`src/rtl/pipe_pkg.sv`:
```
// Shared types and constants for the register scoreboard and the control
// logic that drives its producer-latency input.
package pipe_pkg;

  localparam int NREG_DEF    = 32;
  localparam int AW_DEF      = $clog2(NREG_DEF);
  localparam int MAX_LAT_DEF = 15;
  localparam int LAT_W_DEF   = $clog2(MAX_LAT_DEF + 1);

  // Producer latencies used by Control when driving issue_lat_i
  localparam int LAT_ALU  = 1;
  localparam int LAT_LOAD = 2;

  typedef logic [AW_DEF-1:0]    reg_addr_t;
  typedef logic [LAT_W_DEF-1:0] lat_t;

  typedef enum logic {
    FWD_NONE = 1'b0,
    FWD_FULL = 1'b1
  } fwd_mode_e;

endpackage

```
`src/rtl/pipe_scoreboard_sb_counter.sv`:
```
// Per-register countdown of cycles until the pending result is available.
// A load always wins over the decrement in the same cycle.
module sb_counter
  import pipe_pkg::*;
#(
  parameter int W = LAT_W_DEF
) (
  input  logic         clk_i,
  input  logic         rst_n_i,
  input  logic         load_i,
  input  logic [W-1:0] load_val_i,
  output logic [W-1:0] cnt_o,
  output logic         nz_o
);

  always_ff @(posedge clk_i or negedge rst_n_i) begin
    if (!rst_n_i) begin
      cnt_o <= '0;
    end else if (load_i) begin
      cnt_o <= load_val_i;
    end else if (cnt_o != '0) begin
      cnt_o <= cnt_o - W'(1);
    end
  end

  assign nz_o = (cnt_o != '0);

endmodule

```
`src/rtl/pipe_scoreboard.sv`:
```
// ID-stage register scoreboard: per-register latency countdowns drive the
// RAW/WAW stall, the issue accept and a saturating stall-cycle counter.
module pipe_scoreboard
  import pipe_pkg::*;
#(
  parameter int NREG      = 32,
  parameter int AW        = $clog2(NREG),
  parameter int MAX_LAT   = 15,
  parameter int FWD       = 1,
  parameter int WAW_STALL = 1,
  parameter int PERF_W    = 16,
  localparam int LAT_W    = $clog2(MAX_LAT + 1)
) (
  input  logic              clk_i,
  input  logic              rst_n_i,
  input  logic              issue_valid_i,
  input  logic [AW-1:0]     issue_rs_i,
  input  logic [AW-1:0]     issue_rt_i,
  input  logic              issue_use_rs_i,
  input  logic              issue_use_rt_i,
  input  logic              issue_wr_i,
  input  logic [AW-1:0]     issue_rd_i,
  input  logic [LAT_W-1:0]  issue_lat_i,
  input  logic              flush_i,
  output logic              stall_o,
  output logic              accept_o,
  output logic [NREG-1:0]   busy_o,
  output logic [PERF_W-1:0] stall_cnt_o
);

  localparam fwd_mode_e FWD_MODE = (FWD != 0) ? FWD_FULL : FWD_NONE;

  logic [LAT_W-1:0] cnt [NREG];
  logic [LAT_W-1:0] lat_eff;
  logic [LAT_W-1:0] rs_cnt, rt_cnt, rd_cnt;
  logic             rs_blk, rt_blk, raw, waw;

  // With forwarding the consumer can issue in the producer's final cycle
  function automatic logic blocked(input logic [LAT_W-1:0] c);
    if (FWD_MODE == FWD_FULL) return (c > LAT_W'(1));
    else                      return (c != '0);
  endfunction

  always_comb begin
    lat_eff  = (issue_lat_i > LAT_W'(MAX_LAT)) ? LAT_W'(MAX_LAT) : issue_lat_i;
    rs_cnt   = cnt[issue_rs_i];
    rt_cnt   = cnt[issue_rt_i];
    rd_cnt   = cnt[issue_rd_i];
    rs_blk   = (issue_rs_i != '0) && blocked(rs_cnt);
    rt_blk   = (issue_rt_i != '0) && blocked(rt_cnt);
    raw      = issue_valid_i && ((issue_use_rs_i && rs_blk) || (issue_use_rt_i && rt_blk));
    waw      = (WAW_STALL != 0) && issue_valid_i && issue_wr_i &&
               (issue_rd_i != '0) && (rd_cnt > lat_eff);
    stall_o  = (raw || waw) && !flush_i;
    accept_o = issue_valid_i && !stall_o && !flush_i;
  end

  assign cnt[0]    = '0;
  assign busy_o[0] = 1'b0;

  for (genvar r = 1; r < NREG; r++) begin : g_cnt
    sb_counter #(.W(LAT_W)) u_cnt (
      .clk_i      (clk_i),
      .rst_n_i    (rst_n_i),
      .load_i     (accept_o && issue_wr_i && (issue_rd_i == AW'(r))),
      .load_val_i (lat_eff),
      .cnt_o      (cnt[r]),
      .nz_o       (busy_o[r])
    );
  end

  always_ff @(posedge clk_i or negedge rst_n_i) begin
    if (!rst_n_i) begin
      stall_cnt_o <= '0;
    end else if (stall_o && (stall_cnt_o != '1)) begin
      stall_cnt_o <= stall_cnt_o + PERF_W'(1);
    end
  end

endmodule
```
`config.mk`:
```
export PLATFORM = sky130hd
export DESIGN_NAME = pipe_scoreboard
export DESIGN_NICKNAME = d
export VERILOG_FILES = /design/src/rtl/pipe_pkg.sv /design/src/rtl/pipe_scoreboard_sb_counter.sv /design/src/rtl/pipe_scoreboard.sv
export SDC_FILE = /design/constraint.sdc
export NUM_CORES = 1
export LEC_CHECK = 0
export ABC_AREA = 1
export ABC_CLOCK_PERIOD_IN_PS = 9600
export BUFFER_PORTS_ARGS = -buffer_cell sky130_fd_sc_hd__buf_2
export CAP_MARGIN = 25
export CORE_UTILIZATION = 25
export DETAILED_ROUTE_END_ITERATION = 12
export PLACE_DENSITY_LB_ADDON = 0.2
export SETUP_SLACK_MARGIN = 0.4
export SKIP_LAST_GASP = 1
export SYNTH_ARGS = -nofsm -noshare
export SYNTH_HDL_FRONTEND = slang
export SYNTH_HIERARCHICAL = 1
export SYNTH_SLANG_ARGS = --single-unit
```
`constraint.sdc`:
```
create_clock -name clk_i -period 9.6 [get_ports clk_i]
set_input_delay 0.96 -clock clk_i [delete_from_list [all_inputs] [get_ports clk_i]]
set_output_delay 0.96 -clock clk_i [all_outputs]
set_load 0.05 [all_outputs]
```
==> run_results.csv, run 1 <==
group,metric,value,unit
run_status,status,"completed",
clocking,ctsHoldBuffers,0,
clocking,clk_root_buffer_cell,"sky130_fd_sc_hd__clkbuf_16",
floorplanning,placementRows,80,
setup_path,reg2reg_from,"g_cnt[15].u_cnt/cnt_o[2]$_DFFE_PN0P_",
logic_synthesis,post_synth_mux_area_share,0,%
detailed_routing,drc,0,
sta,max_slew.worst_pin.slew,978,ps
sta,clock-skew-final,15.6,ps
floorplanning,die_area,0.0490,sq mm
logic_synthesis,most_instantiated_flip_flop_cell_in_the_synthesis_netlist,"sky130_fd_sc_hd__dfrtp_1",
flow_run,max-cap-violations,0,
detailed_routing,drtIter0Drc,924,
clocking,cts_num_sinks,140,
placement,port_buffers,74,
clocking,post_cts.resized_instances,0,
setup_path,setup.worst_path.class,"in -> out",
floorplanning,num_io_pins,76,
final_layout,drive_above_1_share,13.7,%
setup_path,worstPathCellList,"buf_2 > nand2_1 > clkinv_1 > a22o_1 > o21ai_0 > nand2_1 > a2111oi_0 > nor2_1 > ha_1 > nand2_1 > inv_1 > nand2_1 > nand2_1 > o221ai_1 > nand4_2 > inv_1 > buf_2",
power_and_ir_drop,power_switching_share,50.9,%
logic_synthesis,net_count_synth,1902,
detailed_routing,met3_length,1750,um
placement,detailedPlacementHpwl,29300,um
clocking,postCtsSetupBuffers,0,
setup_path,critical_path.top_delay_family,"buffers and inverters",
logic_synthesis,proportion_of_netlist_area_held_by_the_largest_area_contributor,29.1,%
power_and_ir_drop,max-vdd-ir-drop,0.153,mV
floorplanning,floorplan.initialDensity,25.3,%
detailed_routing,wl_per_cell,16.4,um
power_and_ir_drop,clock_share_of_power,15.5,%
logic_synthesis,post_synth_inst_count,1809,
final_layout,area_growth_syn_to_layout,10.3,%
setup_path,critPathLaunchType,"primary input",
sta,max_freq,169,MHz
logic_synthesis,synth.distinct_cells,45,
power_and_ir_drop,seqPwrFrac,31.5,%
setup_path,timing.critical_path.slowest_cell_delay,850,ps
clocking,htree_levels,4,
clocking,numCtsBuffers,17,
setup_path,worstPathRequired,8640,ps
power_and_ir_drop,p_leak,6.60,nW
logic_synthesis,ys_async_sr_fraction,100,%
placement,gp_congestion,0.907,
min_path,min-delay-path-class,"in -> async",
power_and_ir_drop,power.switching,0.00205,W
detailed_routing,route.top_layer_used,"met4",
logic_synthesis,yosysSeqAreaShare,29.1,%
detailed_routing,met2_length,18400,um
logic_synthesis,synth.cell_area,0.0120,sq mm
sta,timing.final.crit_share,61.8,%
logic_synthesis,yosys.area_share.simple,36.8,%
logic_synthesis,avgSynthCellArea,6.65,sq um
logic_synthesis,area_leader_netlist,"sky130_fd_sc_hd__dfrtp_1",
setup_path,critPathMaxFanout,26,
global_routing,via_count_of_the_first_global_routing_pass,11100,
logic_synthesis,combinational_family_with_the_most_area_after_synthesis,"simple AND/OR/NAND/NOR gates",
setup_path,critPathArrivalTime,4970,ps
logic_synthesis,yosys_register_bits,140,
sta,fin_ws,3670,ps
setup_path,worstSetupStartpoint,"issue_rd_i[1]",
sta,fin_crit,5930,ps
floorplanning,chipHeight,221,um
setup_path,cpMostUsedCell,"sky130_fd_sc_hd__nand2_1",
power_and_ir_drop,powerDensity,304,mW/mm^2
logic_synthesis,post_synth_fa_ha_maj_area_fraction,6.97,%
global_routing,grt_max_degree,89,
sta,rsz0062_at_grt,"false",
logic_synthesis,synth-warning-count,6,
setup_path,timing.critical_path.buf_inv,5,
global_routing,grt_resource_usage_total,17.1,%
power_and_ir_drop,cellInternalPower,0.00198,W
setup_path,cpMaxStageDelayCell,"sky130_fd_sc_hd__clkinv_1",
detailed_routing,finalWirelength,40600,um
final_layout,antenna_cells_inserted,0,
clocking,clk-insertion-delay-late,490,ps
final_layout,final_net_count,1948,
sta,setup_viol,0,
logic_synthesis,number_of_flops_mapped_to_enable_cells_by_yosys,0,
placement,placement.setup.worst_slack,3420,ps
global_routing,globalRouteOverflowTotal,0,
global_routing,wire_length_of_the_first_global_routing_pass,64100,um
logic_synthesis,yosys-top-cells-area,"sky130_fd_sc_hd__dfrtp_1 (29%), sky130_fd_sc_hd__nand2_1 (15%), sky130_fd_sc_hd__nor2_1 (7.1%)",
detailed_routing,via_count,11800,
clocking,cts_max_path_buffers,2,
clocking,clk_pin_slew,70,ps
detailed_routing,drtPass1Iterations,6,
floorplanning,die_w,221,um
floorplanning,core_region_area,0.0475,sq mm
sta,final-max-slew-violation-count,0,
sta,finalHoldViolations,0,
sta,worst_slew_margin_rel,34.8,%
power_and_ir_drop,portion_of_total_power_attributed_to_combinational_logic,53.1,%
detailed_routing,avgViaCountPerCell,4.75,
setup_path,endpoint_kind,"output pin",
global_routing,grt_antenna_before_repair,0,
logic_synthesis,synth_compound_area_share,13.8,%
logic_synthesis,yosys.area_share.xor_xnor,1.17,%
clocking,tritoncts,"built",
detailed_routing,wl_met1,19500,um
sta,setup_total_negative_slack,0,ps
detailed_routing,antenna_violating_nets_post_route,0,
## state kept, by name, indices dropped and copies added, names as in the netlist
signal,flops
g_cnt.u_cnt/cnt_o,124
stall_cnt_o,16
## worst register-to-register path, stage by stage (launching register included)
cell                        delay, ps
sky130_fd_sc_hd__dfrtp_1          440
sky130_fd_sc_hd__inv_1            150
sky130_fd_sc_hd__o22ai_1          110
sky130_fd_sc_hd__a221oi_1         380
sky130_fd_sc_hd__o2111ai_1        190
sky130_fd_sc_hd__nor3_1           220
sky130_fd_sc_hd__nor2_1            70
sky130_fd_sc_hd__ha_1             280
sky130_fd_sc_hd__nand2_1           80
sky130_fd_sc_hd__inv_1             60
sky130_fd_sc_hd__nand2_1           50
sky130_fd_sc_hd__nand2_1           50
sky130_fd_sc_hd__o221ai_1         340
sky130_fd_sc_hd__nand4_2          180
sky130_fd_sc_hd__nor2_2           160
sky130_fd_sc_hd__nand2_2          300
sky130_fd_sc_hd__nor2_1           770
sky130_fd_sc_hd__o21ai_0          210
sky130_fd_sc_hd__nand2_1          100
sky130_fd_sc_hd__o21ai_1           60
## power groups by stage
stage / Combinational, W / Sequential, W / Clock (W)
after floorplan: 0.00169 / 0.00114 / 0
after global placement: 0.00209 / 0.00128 / 0
after detailed placement: 0.00213 / 0.00128 / 0
after CTS: 0.00214 / 0.00127 / 0.000647
after global routing: 0.00247 / 0.00132 / 0.000667
final: 0.00214 / 0.00127 / 0.000622
## final timing paths
path / slack [ps] / to / cells after the start
setup / recovery: 3670 / accept_o / 17
hold / removal: 520 / g_cnt[12].u_cnt/cnt_o[1]$_DFFE_PN0P_ / 1
setup reg to reg: 5310 / g_cnt[1].u_cnt/cnt_o[0]$_DFFE_PN0P_ / 19
hold reg to reg: 530 / stall_cnt_o[1]$_DFFE_PN0P_ / 2
max in group asynchronous: 7780 / g_cnt[7].u_cnt/cnt_o[1]$_DFFE_PN0P_ / 2
min in group clk_i: 530 / stall_cnt_o[1]$_DFFE_PN0P_ / 2
## cell usage after synthesis, drive strengths merged, types with 6 or more instances
master  number
nor2       265
nand4       10
dfrtp      140
nand3      156
xor2        10
buf         40
xnor2        6
a22oi       36
or2         58
a21oi      111
o22ai        6
nor3         8
o21ai      131
nand2      488
inv        240
clkbuf      14
ha          67
## cells in the final DEF, fill, tap and decap left out, types with 3 or more instances in the layout
cell type / instances
sky130_fd_sc_hd__nor2_4: 5
sky130_fd_sc_hd__inv_1: 203
sky130_fd_sc_hd__dfrtp_1: 140
sky130_fd_sc_hd__o22ai_1: 6
sky130_fd_sc_hd__nand2_1: 478
sky130_fd_sc_hd__nand3_1: 125
sky130_fd_sc_hd__a22oi_1: 36
sky130_fd_sc_hd__nor2_1: 226
sky130_fd_sc_hd__buf_2: 73
sky130_fd_sc_hd__or2_2: 29
sky130_fd_sc_hd__buf_4: 7
sky130_fd_sc_hd__a31oi_1: 4
sky130_fd_sc_hd__xor2_1: 10
sky130_fd_sc_hd__clkinv_2: 6
sky130_fd_sc_hd__xnor2_1: 6
sky130_fd_sc_hd__a21oi_1: 111
sky130_fd_sc_hd__nor2_2: 34
sky130_fd_sc_hd__nand2_2: 8
sky130_fd_sc_hd__clkbuf_16: 17
sky130_fd_sc_hd__nand3_2: 31
sky130_fd_sc_hd__nand4_1: 9
sky130_fd_sc_hd__inv_2: 7
sky130_fd_sc_hd__ha_1: 67
sky130_fd_sc_hd__clkbuf_1: 4
sky130_fd_sc_hd__o21ai_1: 70
sky130_fd_sc_hd__inv_4: 29
sky130_fd_sc_hd__o221ai_1: 3
sky130_fd_sc_hd__or2_0: 29
sky130_fd_sc_hd__o21ai_0: 61
sky130_fd_sc_hd__nor3_1: 8
## cell families after synthesis
logic type | after synthesis
simple gates | 989
compound gates | 301
buf+inv | 295
flops | 140
fa+ha+maj | 67
xor+xnor | 16
other cells | 1
## layer usage
layer / up-vias / global-route usage [%]
met2: 264 / 27.2
met3: 50 / 2.95
met4: 0 / 6.45
met1: 5591 / 23.0
li1: 5892 / -
met5: - / 0
## stage by stage
stage	total power [W]	hold WS, ps	std cells	cell area [sq um]	util, %
6_report	0.00403	520	2482	13300	27.9
5_1_grt	0.00446	571	2482	13300	27.9
4_1_cts	0.00406	540	2482	13300	27.9
3_5_place_dp	0.00341	523	2451	12700	26.8
3_3_place_gp	0.00337	522	2451	12700	26.8
2_1_floorplan	0.00282	502	1809	12000	-
## final cells by class
cell class / count / area (sq um)
Sequential cell: 140 / 3500
Clock buffer: 23 / 468
Fill cell: 5254 / 34300
Timing Repair Buffer: 81 / 429
Tap cell: 615 / 769
Clock inverter: 8 / 45.0
Multi-Input combinational cell: 1374 / 7060
Inverter: 241 / 982
No activity file was read; power rests on OpenSTA's default activity.
==> inputs of run 2 (changes only) <==
--- a/config.mk
+++ b/config.mk
@@ -6,7 +6,7 @@
 export NUM_CORES = 1
 export LEC_CHECK = 0
 export ABC_AREA = 1
-export ABC_CLOCK_PERIOD_IN_PS = 9600
+export ABC_CLOCK_PERIOD_IN_PS = 5300
 export BUFFER_PORTS_ARGS = -buffer_cell sky130_fd_sc_hd__buf_2
 export CAP_MARGIN = 25
 export CORE_UTILIZATION = 25
==> constraint.sdc (replaced) <==
create_clock -name clk_i -period 5.3 [get_ports clk_i]
set_input_delay 0.53 -clock clk_i [delete_from_list [all_inputs] [get_ports clk_i]]
set_output_delay 0.53 -clock clk_i [all_outputs]
set_load 0.05 [all_outputs]
==> run 2 against run 1 <==
  * Non-clock buffer count up 34
  * Core utilization up 0.82 points
  * Combinational power up 82%
  * Global-route usage up 0.18 points
  * Routed wire length up 1.8%
  * Flip-flop and latch count unchanged
  * Sequential share of layout area down 0.75 points
  * Clock power up 110%
  * Sequential power up 83%
  * Critical path type unchanged
  * Power up 87%
  * First-iteration DRC count up 5.8%
  * Worst hold slack worse by 470 ps
==> run_results.csv, run 2 (synthesized netlist as in run 1, its figures left out) <==
group,metric,value,unit
run_status,status,"completed",
final_layout,fin_area,0.0136,sq mm
clocking,numCtsBuffers,17,
setup_path,cpMaxStageDelayCell,"sky130_fd_sc_hd__o221ai_1",
clocking,postCtsSetupBuffers,0,
final_layout,drive_above_1_share,15.5,%
placement,placement.setup.worst_slack,720,ps
clocking,htree_levels,4,
setup_path,worstPathRequired,4770,ps
sta,timing.final.crit_share,78.8,%
placement,placedCellCount,2485,
sta,fin_ws,1120,ps
clocking,post_cts.resized_instances,0,
detailed_routing,antenna_violating_nets_post_route,0,
clocking,clk_pin_slew,60,ps
sta,fin_crit,4180,ps
global_routing,globalRouteOverflowTotal,0,
sta,max_freq,239,MHz
placement,post_place_cell_area,0.0130,sq mm
sta,final-max-slew-violation-count,0,
detailed_routing,drtIter0Drc,978,
global_routing,grt_max_degree,81,
setup_path,worst_r2r_path_depth,21,
global_routing,wire_length_of_the_first_global_routing_pass,64700,um
setup_path,reg2reg_to,"g_cnt[6].u_cnt/cnt_o[3]$_DFFE_PN0P_",
floorplanning,chipHeight,221,um
setup_path,critPathArrivalTime,3650,ps
floorplanning,die_area,0.0490,sq mm
detailed_routing,via_count,11800,
setup_path,critPathMaxFanout,26,
setup_path,cpMostUsedCell,"sky130_fd_sc_hd__nand2_1",
detailed_routing,drc,0,
clocking,clk-insertion-delay-late,480,ps
setup_path,worstSetupStartpoint,"issue_rd_i[1]",
sta,rsz0062_at_grt,"false",
final_layout,most-common-layout-cells,"sky130_fd_sc_hd__nand2_1 (478), sky130_fd_sc_hd__nor2_1 (226), sky130_fd_sc_hd__inv_1 (203)",
detailed_routing,avgViaCountPerCell,4.71,
final_layout,largestRegisters,"g_cnt.u_cnt/cnt_o x124, stall_cnt_o x16",
final_layout,final_net_count,1982,
setup_path,endpoint_kind,"output pin",
sta,clock-skew-final,12.8,ps
global_routing,grt_resource_usage_total,17.3,%
sta,setup_viol,0,
setup_path,setup.worst_path.class,"in -> out",
floorplanning,placementRows,80,
clocking,tritoncts,"built",
floorplanning,die_w,221,um
final_layout,mostFrequentLayoutCell,"sky130_fd_sc_hd__nand2_1",
placement,port_buffers,74,
final_layout,flip_flop_count_of_the_largest_register_all_copies_and_words_added,124,
global_routing,grt_antenna_before_repair,0,
sta,setup_total_negative_slack,0,ps
final_layout,fin_cells,2517,
detailed_routing,finalWirelength,41300,um
power_and_ir_drop,max-vdd-ir-drop,0.277,mV
clocking,clk_root_buffer_cell,"sky130_fd_sc_hd__clkbuf_16",
clocking,cts_num_sinks,140,
global_routing,via_count_of_the_first_global_routing_pass,11000,
placement,gp_congestion,0.943,
setup_path,critPathLaunchType,"primary input",
final_layout,area_growth_syn_to_layout,13.5,%
floorplanning,core_region_area,0.0475,sq mm
floorplanning,floorplan.initialDensity,25.3,%
flow_run,max-cap-violations,0,
min_path,min-delay-path-class,"in -> async",
sta,worst_slew_margin_rel,43.2,%
setup_path,timing.critical_path.slowest_cell_delay,350,ps
setup_path,timing.reg2reg.setup_slack,1380,ps
sta,finalHoldViolations,0,
setup_path,reg2reg_from,"g_cnt[15].u_cnt/cnt_o[2]$_DFFE_PN0P_",
setup_path,worstPathCellList,"buf_2 > nand2_1 > clkinv_1 > buf_12 > a22o_1 > o21ai_0 > nand2_1 > a2111oi_0 > nor2_1 > ha_1 > nand2_1 > inv_1 > nand2_1 > nand2_1 > o221ai_1 > nand4_2 > inv_1 > buf_2",
power_and_ir_drop,powerDensity,551,mW/mm^2
final_layout,finalCoreUtilization,28.7,%
final_layout,most_flops_register,"g_cnt.u_cnt/cnt_o",
clocking,cts_max_path_buffers,2,
detailed_routing,drtPass1Iterations,6,
power_and_ir_drop,p_leak,6.84,nW
sta,max_slew.worst_pin.slew,850,ps
clocking,ctsHoldBuffers,0,
detailed_routing,wl_per_cell,16.4,um
placement,detailedPlacementHpwl,30700,um
floorplanning,num_io_pins,76,
final_layout,antenna_cells_inserted,0,
==> run 2: worst max-delay path by stage <==
stage / end / slack (ps) / cells past startpoint
6_report: accept_o / 1120 / 18
3_5_place_dp: g_cnt[6].u_cnt/cnt_o[3]$_DFFE_PN0P_ / 720 / 24
2_1_floorplan: g_cnt[17].u_cnt/cnt_o[3]$_DFFE_PN0P_ / 1630 / 25
3_3_place_gp: g_cnt[6].u_cnt/cnt_o[3]$_DFFE_PN0P_ / 790 / 24
5_1_grt: g_cnt[13].u_cnt/cnt_o[3]$_DFFE_PN0P_ / 840 / 25
4_1_cts: accept_o / 1160 / 18
==> run 2: routing by layer <==
layer,up-vias,global-route usage (%),wire length (um)
li1,5976,-,-
met1,5495,23.4,19400
met2,319,27.3,18800
met3,58,3.17,2110
met4,0,6.16,1000
met5,-,0,0
==> run 2: final cells by class <==
cell class,instances,area (sq um)
Sequential cell,140,3500
Timing Repair Buffer,115,709
Tap cell,615,769
Clock buffer,22,484
Fill cell,5168,33900
Multi-Input combinational cell,1374,7060
Inverter,241,982
Clock inverter,10,138
==> run 2: worst max-delay path, delay by kind of cell <==
family | cells | cell delay (ps)
adder cells (fa/ha/maj) | 1 | 280
AND/OR/NAND/NOR | 7 | 810
AO/OA/AOI/OAI | 4 | 970
buffers and inverters | 6 | 1020
==> run 2: per-stage QoR <==
| step | hold slack (ps) | power, W |
|---|---|---|
| after global routing | 95.9 | 0.00827 |
| after global placement | 512 | 0.00614 |
| after detailed placement | 519 | 0.00621 |
| final | 47.1 | 0.00752 |
| after CTS | 59.6 | 0.00757 |
| after floorplan | 234 | 0.00512 |
==> run 2: power by group <==
| group | total (W) | leakage [nW] | switching (W) | internal, W |
|---|---|---|---|---|
| sequential | 0.00232 | 1.70 | 0.000732 | 0.00159 |
| combinational | 0.00389 | 4.83 | 0.00250 | 0.00139 |
| clock | 0.00131 | 0.302 | 0.000519 | 0.000787 |
| total | 0.00752 | 6.84 | 0.00375 | 0.00377 |
